<file path="config.mk">
export PLATFORM = sky130hd
export DESIGN_NAME = alu_issue_stage
export DESIGN_NICKNAME = d
export VERILOG_FILES = /design/src/rtl/alu_issue_stage.sv
export SDC_FILE = /design/constraint.sdc
export NUM_CORES = 1
export LEC_CHECK = 0
export BUFFER_PORTS_ARGS = -buffer_cell sky130_fd_sc_hd__buf_4
export CORE_MARGIN = 3
export CORE_UTILIZATION = 44
export DETAILED_ROUTE_END_ITERATION = 12
export GPL_TIMING_DRIVEN = 1
export PLACE_DENSITY = 0.71
export SLEW_MARGIN = 25
export SYNTH_ARGS = -nofsm -noshare
export SYNTH_HDL_FRONTEND = slang
export SYNTH_SLANG_ARGS = --single-unit
export TNS_END_PERCENT = 10
</file>
<file path="constraint.sdc">
create_clock -name CLK -period 3 [get_ports CLK]
set_clock_uncertainty 0.05 [all_clocks]
set_input_delay 0.3 -clock CLK [delete_from_list [all_inputs] [get_ports CLK]]
set_output_delay 0.3 -clock CLK [all_outputs]
set_load 0.02 [all_outputs]
</file>
<file path="src/rtl/alu_issue_stage.sv">
// alu_issue_stage: command FIFO and one-at-a-time issue sequencer for the ALU.
// Optional push-time command screening is enabled by defining ALU_ISSUE_ERRCHK_EN.
module alu_issue_stage #(
    parameter int INPUT    = 8,
    parameter int DEPTH    = 4,
    parameter int BASE_LAT = 2,
    parameter int MUL_LAT  = 3
) (
    input  logic                     CLK,
    input  logic                     RST,
    input  logic                     IN_VALID,
    output logic                     IN_READY,
    input  logic [INPUT-1:0]         IN_OPA,
    input  logic [INPUT-1:0]         IN_OPB,
    input  logic                     IN_CIN,
    input  logic [3:0]               IN_CMD,
    input  logic                     IN_MODE,
    input  logic [1:0]               IN_VLD,
    output logic [INPUT-1:0]         OPA,
    output logic [INPUT-1:0]         OPB,
    output logic                     CIN,
    output logic                     MODE,
    output logic [3:0]               CMD,
    output logic [1:0]               VALID,
    output logic                     CE,
    output logic                     RES_STROBE,
    output logic                     BUSY,
    output logic [$clog2(DEPTH):0]   COUNT,
    output logic                     ILLEGAL
);

    localparam int AW   = $clog2(DEPTH);
    localparam int CW   = AW + 1;
    localparam int MAXL = (MUL_LAT > BASE_LAT) ? MUL_LAT : BASE_LAT;
    localparam int LW   = $clog2(MAXL + 1);

    localparam logic [1:0] S_IDLE  = 2'd0;
    localparam logic [1:0] S_ISSUE = 2'd1;
    localparam logic [1:0] S_WAIT  = 2'd2;
    localparam logic [1:0] S_DONE  = 2'd3;

    typedef struct packed {
        logic [INPUT-1:0] opa;
        logic [INPUT-1:0] opb;
        logic             cin;
        logic [3:0]       cmd;
        logic             mode;
        logic [1:0]       vld;
    } entry_t;

    entry_t        mem [DEPTH];
    entry_t        in_e;
    entry_t        head;
    entry_t        held;
    entry_t        out_e;
    logic [AW-1:0] rd_ptr;
    logic [AW-1:0] wr_ptr;
    logic [1:0]    state;
    logic [1:0]    state_nxt;
    logic [LW-1:0] lat_cnt;
    logic [LW-1:0] lat_m1;
    logic [CW-1:0] count_nxt;
    logic          push_fire;
    logic          accept;
    logic          pop;
    logic          is_mul;
    logic          legal;

    assign in_e      = '{IN_OPA, IN_OPB, IN_CIN, IN_CMD, IN_MODE, IN_VLD};
    assign head      = mem[rd_ptr];
    assign IN_READY  = (COUNT != CW'(DEPTH));
    assign push_fire = IN_VALID && IN_READY;
    assign accept    = push_fire && legal;
    assign pop       = (state == S_DONE);
    assign count_nxt = COUNT + CW'(accept) - CW'(pop);

    assign is_mul = head.mode && (head.cmd == 4'd9 || head.cmd == 4'd10);
    assign lat_m1 = is_mul ? LW'(MUL_LAT - 1) : LW'(BASE_LAT - 1);

`ifdef ALU_ISSUE_ERRCHK_EN
    function automatic logic cmd_legal(input logic m, input logic [1:0] v,
                                       input logic [3:0] c);
        logic ok;
        ok = 1'b0;
        case ({m, v})
            3'b111: ok = (c <= 4'd3) || (c >= 4'd8 && c <= 4'd12);
            3'b101: ok = (c == 4'd4) || (c == 4'd5);
            3'b110: ok = (c == 4'd6) || (c == 4'd7);
            3'b011: ok = (c <= 4'd5) || (c == 4'd12) || (c == 4'd13);
            3'b001: ok = (c == 4'd6) || (c == 4'd8) || (c == 4'd9);
            3'b010: ok = (c == 4'd7) || (c == 4'd10) || (c == 4'd11);
            default: ok = 1'b0;
        endcase
        return ok;
    endfunction

    assign legal = cmd_legal(IN_MODE, IN_VLD, IN_CMD);

    // Flag a dropped command the cycle after its handshake
    always_ff @(posedge CLK) begin
        if (RST) ILLEGAL <= 1'b0;
        else     ILLEGAL <= push_fire && !legal;
    end
`else
    assign legal   = 1'b1;
    assign ILLEGAL = 1'b0;
`endif

    // Operands come straight from the head during ISSUE, then from the held copy
    assign out_e      = (state == S_ISSUE) ? head : held;
    assign OPA        = out_e.opa;
    assign OPB        = out_e.opb;
    assign CIN        = out_e.cin;
    assign MODE       = out_e.mode;
    assign CMD        = out_e.cmd;
    assign VALID      = out_e.vld;
    assign CE         = (state != S_IDLE);
    assign BUSY       = (state != S_IDLE);
    assign RES_STROBE = (state == S_DONE);

    // Sequencer next-state: one command in flight, issue follows done directly
    always_comb begin
        state_nxt = state;
        case (state)
            S_IDLE:  if (COUNT != '0) state_nxt = S_ISSUE;
            S_ISSUE: state_nxt = (lat_m1 == '0) ? S_DONE : S_WAIT;
            S_WAIT:  if (lat_cnt == LW'(1)) state_nxt = S_DONE;
            default: state_nxt = (count_nxt != '0) ? S_ISSUE : S_IDLE;
        endcase
    end

    // FIFO storage write; contents need no reset, a blocked write suffices
    always_ff @(posedge CLK) begin
        if (accept && !RST) mem[wr_ptr] <= in_e;
    end

    // Pointers, occupancy, state, latency counter and held operands
    always_ff @(posedge CLK) begin
        if (RST) begin
            rd_ptr  <= '0;
            wr_ptr  <= '0;
            COUNT   <= '0;
            state   <= S_IDLE;
            lat_cnt <= '0;
            held    <= '0;
        end else begin
            if (accept) wr_ptr <= wr_ptr + AW'(1);
            if (pop)    rd_ptr <= rd_ptr + AW'(1);
            COUNT <= count_nxt;
            state <= state_nxt;
            if (state == S_ISSUE) begin
                lat_cnt <= lat_m1;
                held    <= head;
            end else if (state == S_WAIT) begin
                lat_cnt <= lat_cnt - LW'(1);
            end
        end
    end

endmodule

</file>
After elaboration in Yosys (flattened, before gate mapping)
Memories as Yosys holds them, arrays and structs flattened. A register that Yosys moved wholly into a read port is not among the register bits. Index checks and enable logic that the tools add are counted.

$add $sub $neg: 5. Equal/unequal tests: 9. Muxes and demuxes: 13. Reductions and logical operators: 12.

Operators by type and width (number): $mux 24 (1); $mux 2 (7); $eq 4x4->1 const B (2); $pmux 2 s3 (1); $reduce_bool 3->1 (2); $add 2x1->2 const B (2); $eq 2x1->1 const B (2); $eq 2x2->1 const B (2); $logic_not 2->1 (2); $mux 1 (4); $ne 2x2->1 const B (2); $reduce_bool 2->1 (2); $add 3x1->3 (1); $logic_and 1x1->1 (3); $ne 3x3->1 const B (1); $sub 3x1->3 (1); $reduce_and 2->1 (1); $sub 2x1->2 const B (1); $logic_not 1->1 (1); $logic_or 1x1->1 (1).

Bits in registers: 35. Memory bits (writable): 96. Output and inout bits: 32. Logic and storage cells: 51. Memories: 1.

Memory list: mem (depth 4, width 24, rd ports 1, clocked after memory_dff 1, wr ports 1, RTL line 51) `entry_t mem [DEPTH];`.

Longest topological paths before layout
Depth after elaboration: 7. Gate-level depth with buffers: 10.

Worst setup path after synthesis
OpenSTA, ideal clock, no wires.

Kind: reg-to-reg. Start: register COUNT[2]. End: register state[0]. Library setup time: 128 ps. Arrival: 2402 ps. Path slack: 421 ps. Cell stages (with the launch flop): 11. Cell sequence: dfxtp_1 or3b_2 nand2_1 ha_1 inv_1 ha_1 fa_1 nor2_1 a31oi_1 mux2i_1 nor2_1.

Longest elaborated chain between the ends: 7.

RTL lines: start, declared (RTL line 28) `output logic [$clog2(DEPTH):0] COUNT,`; start signal, assigned (RTL line 149) `COUNT <= count_nxt;`; $ne 3x3->1 (RTL line 71) `assign IN_READY = (COUNT != CW'(DEPTH));`; net IN_READY (RTL line 12) `output logic IN_READY,`; $logic_and 1x1->1 (RTL line 72) `assign push_fire = IN_VALID && IN_READY;`; $add 3x1->3 (RTL line 75) `assign count_nxt = COUNT + CW'(accept) - CW'(pop);`; $sub 3x1->3 (RTL line 75); net count_nxt[1] (RTL line 62) `logic [CW-1:0] count_nxt;`; $reduce_bool 3->1 (RTL line 128) `default: state_nxt = (count_nxt != '0) ? S_ISSUE : S_IDLE;`; $mux 1 (RTL line 128); $pmux 2 s3 (RTL line 124) `case (state)`; end signal, assigned (RTL line 150) `state <= state_nxt;`; end, declared (RTL line 58) `logic [1:0] state;`.

The timed path passes the listed nets, and every way through them passes these cells. A chain may end at the register's enable or synchronous reset.

==> flow_summary_export.csv <==
group,metric,value,unit
floorplanning,start_util,45.3,%
synthesis,syn_inst,284,
placed_design,pre_cts_slack,0.454,ns
clock_tree,clkTransAtPathRegs,0.06,ns
power_and_ir_drop,irDropWorstVdd,0.000555,V
critical_path,crit_slowest_cell,"dfxtp_2",
critical_path,cp_cell_sequence,"buf_4 -> mux4_2 -> mux2_2 -> buf_4",
clock_tree,cts_sinks,133,
layout,area_growth,22.0,%
floorplanning,rows,39,
critical_path,start_kind,"flop",
global_route,grt_max_degree,27,
clock_tree,cts_root_buf,"clkbuf_16",
synthesis,yosys_warnings,0,
layout,final_common_cell,"edfxtp_1",
layout,fin_cells,511,
drt,drt_wl_total,8970,um
drt,ant_nets,0,
clock_tree,cts_tree,"done",
global_route,grt_pass1_vias,2738,
min_path,hp-start,"IN_OPB[1]",
global_route,antenna_found_initial,0,
layout,final_cell_mix,"96 x edfxtp_1, 65 x buf_4, 36 x dfxtp_1",
layout,finalInstanceArea,6330,um2
synthesis,post_synth.cell_area_avg,18.3,um2
synthesis,synth.distinct_cells,33,
floorplanning,die_y,115,um
clock_tree,post_cts_buffers,0,
sta,finalCriticalPeriod,2.64,ns
sta,slew_violations,0,
sta,finalHoldViolations,0,
critical_path,timing.critical_path.mode_cell,"buf_4",
sta,setup_viol,0,
synthesis,yosys.area.top_type,"edfxtp_1",
synthesis,synth_top_area_share,55.5,%
clock_tree,insertion_delay,0.41,ns
synthesis,synthesis.area,5190,um2
clock_tree,numCtsBuffers,17,
critical_path,critPathTopFamily,"multiplexers",
layout,drive_gt1_share,35.9,%
placed_design,gp_congestion,0.665,
critical_path,worstSetupPathType,"reg -> out",
synthesis,synthTopCellsByArea,"edfxtp_1 56%, dfxtp_1 14%, mux4_1 6.6%",
drt,routedWlPerCell,17.5,um
placed_design,hpwl,5450,um
clock_tree,cts_max_level,4,
clock_tree,ctsResizeCount,0,
critical_path,cp_max_fo,14,
placed_design,port_buffers,57,
critical_path,reg2reg_from,"COUNT[2]",
drt,drtIter0Drc,74,
sta,fin_ws,0.357,ns
drt,vias,2555,
power_and_ir_drop,powerDensity,879,nW/um2
synthesis,synth_seq_cells,133,
drt,viasPerCell,5.00,
synthesis,synth.net_count,323,
floorplanning,io_pins,59,
floorplanning,die_w,115,um
layout,diodes,0,
sta,rsz0062_at_grt,"false",
placed_design,place_inst,479,
placed_design,placed_area,5790,um2
drt,dr.pass1.iters,4,
sta,max_freq,378,MHz
synthesis,synth_seq_area_share,69.8,%
power_and_ir_drop,power_leakage,2.34,nW
sta,fin_tns_setup,0,ns
layout,nets,394,
global_route,grt_overflow,0,
min_path,hold_class,"in -> reg",
global_route,grt_pass1_wl,14300,um
sta,fin_crit_sh,88.1,%
critical_path,cp_num_buf_inv,2,
floorplanning,core,11500,um2
job,max_cap_viol_count,0,
sta,timing.hold.ws,0.0425,ns
run_status,status,"completed",
global_route,grtUsageTotal,14.7,%
clock_tree,cts_hold_buf,0,
critical_path,crit_required,2.65,ns
floorplanning,dieArea,13100,um2
critical_path,end_kind,"primary output",
drt,drc,0,
critical_path,worstPathArrival,2.29,ns
critical_path,cp_slowest_stage_delay,0.62,ns
sta,worst_pin_slew,0.795,ns
clock_tree,clockBufferDepth,2,
sta,slew_headroom,46.9,%
-- kinds of logic (layout without fill, tap and decap cells) --
family / after synthesis / after routing / share of synthesized area [%]
AO/OA/AOI/OAI: 8 / 8 / 1.04
adder cells (fa/ha/maj): 12 / 12 / 3.04
other: 1 / 1 / 0.0722
XOR/XNOR: 5 / 5 / 1.13
multiplexers: 49 / 49 / 16.7
flip-flops: 133 / 133 / 69.8
AND/OR/NAND/NOR: 48 / 48 / 5.37
buffers and inverters: 28 / 112 / 2.84
-- layer usage --
metal	vias to the layer above	global-route usage, %	part of all wire, %
li1	1218	-	-
met1	1268	17.9	43
met2	58	24.9	52
met3	11	4.33	4.0
met4	0	4.99	1.3
met5	-	0	0
-- registers in the layout, indices dropped and copies added (netlist names), named ones only --
signal / cells
wr_ptr: 2
COUNT: 3
lat_cnt: 2
mem: 96
state: 2
held: 24
rd_ptr: 2
-- metrics by stage --
step / utilization, % / total power (W)
6_report: 55.2 / 0.00557
5_1_grt: 55.2 / 0.00583
4_1_cts: 55.2 / 0.00564
3_5_place_dp: 50.5 / 0.00375
3_3_place_gp: 50.5 / 0.00371
2_1_floorplan: - / 0.00324
-- worst reg2reg max path, stage by stage, from the launching register on --
cell and delay, ns:
dfxtp_1 0.40, or3b_2 0.50, nand2_1 0.16, ha_1 0.14
inv_1 0.04, ha_1 0.18, fa_1 0.40, xor3_1 0.25
a31oi_1 0.09, mux2i_1 0.17, nor2_1 0.06
-- path summary, 6_finish.rpt --
check	to	slack [ns]	depth (start not counted)
max	OPB[7]	0.36	4
min	mem[1][9]	0.04	1
max reg2reg	state[0]	0.43	10
min reg2reg	wr_ptr[1]	0.46	2
-- synth_stat cells --
cell type,number
a31oi_1,1
o32ai_1,1
mux2i_1,2
buf_2,3
mux4_2,11
conb_1,1
nor4b_1,1
xor3_1,1
clkbuf_1,6
mux2_2,23
buf_12,1
o221a_1,1
inv_1,14
nor2b_1,2
xor2_1,1
nor4b_2,1
nor3_1,1
nand2_1,4
mux4_1,13
nor2_1,9
a21oi_1,2
dfxtp_1,37
ha_1,11
buf_4,2
and2_1,28
xnor2_1,3
nand3_1,1
buf_6,2
edfxtp_1,96
or3b_2,1
fa_1,1
o21ai_0,2
o211ai_1,1
-- power by group --
part | switching (W) | leakage (nW) | internal (W)
combinational | 0.000741 | 0.911 | 0.000690
clock | 0.000739 | 0.256 | 0.00114
sequential | 0.0000867 | 1.17 | 0.00217
total | 0.00157 | 2.34 | 0.00400
-- layout make-up --
class / instances / area [um2]
clock buffer: 20 / 437
sequential: 133 / 3620
multi-input combinational: 123 / 1420
clock inverter: 12 / 110
tap: 143 / 179
inverter: 14 / 52.6
fill: 892 / 5130
timing repair buffer: 66 / 508
Power figures use the tool's default switching activity.
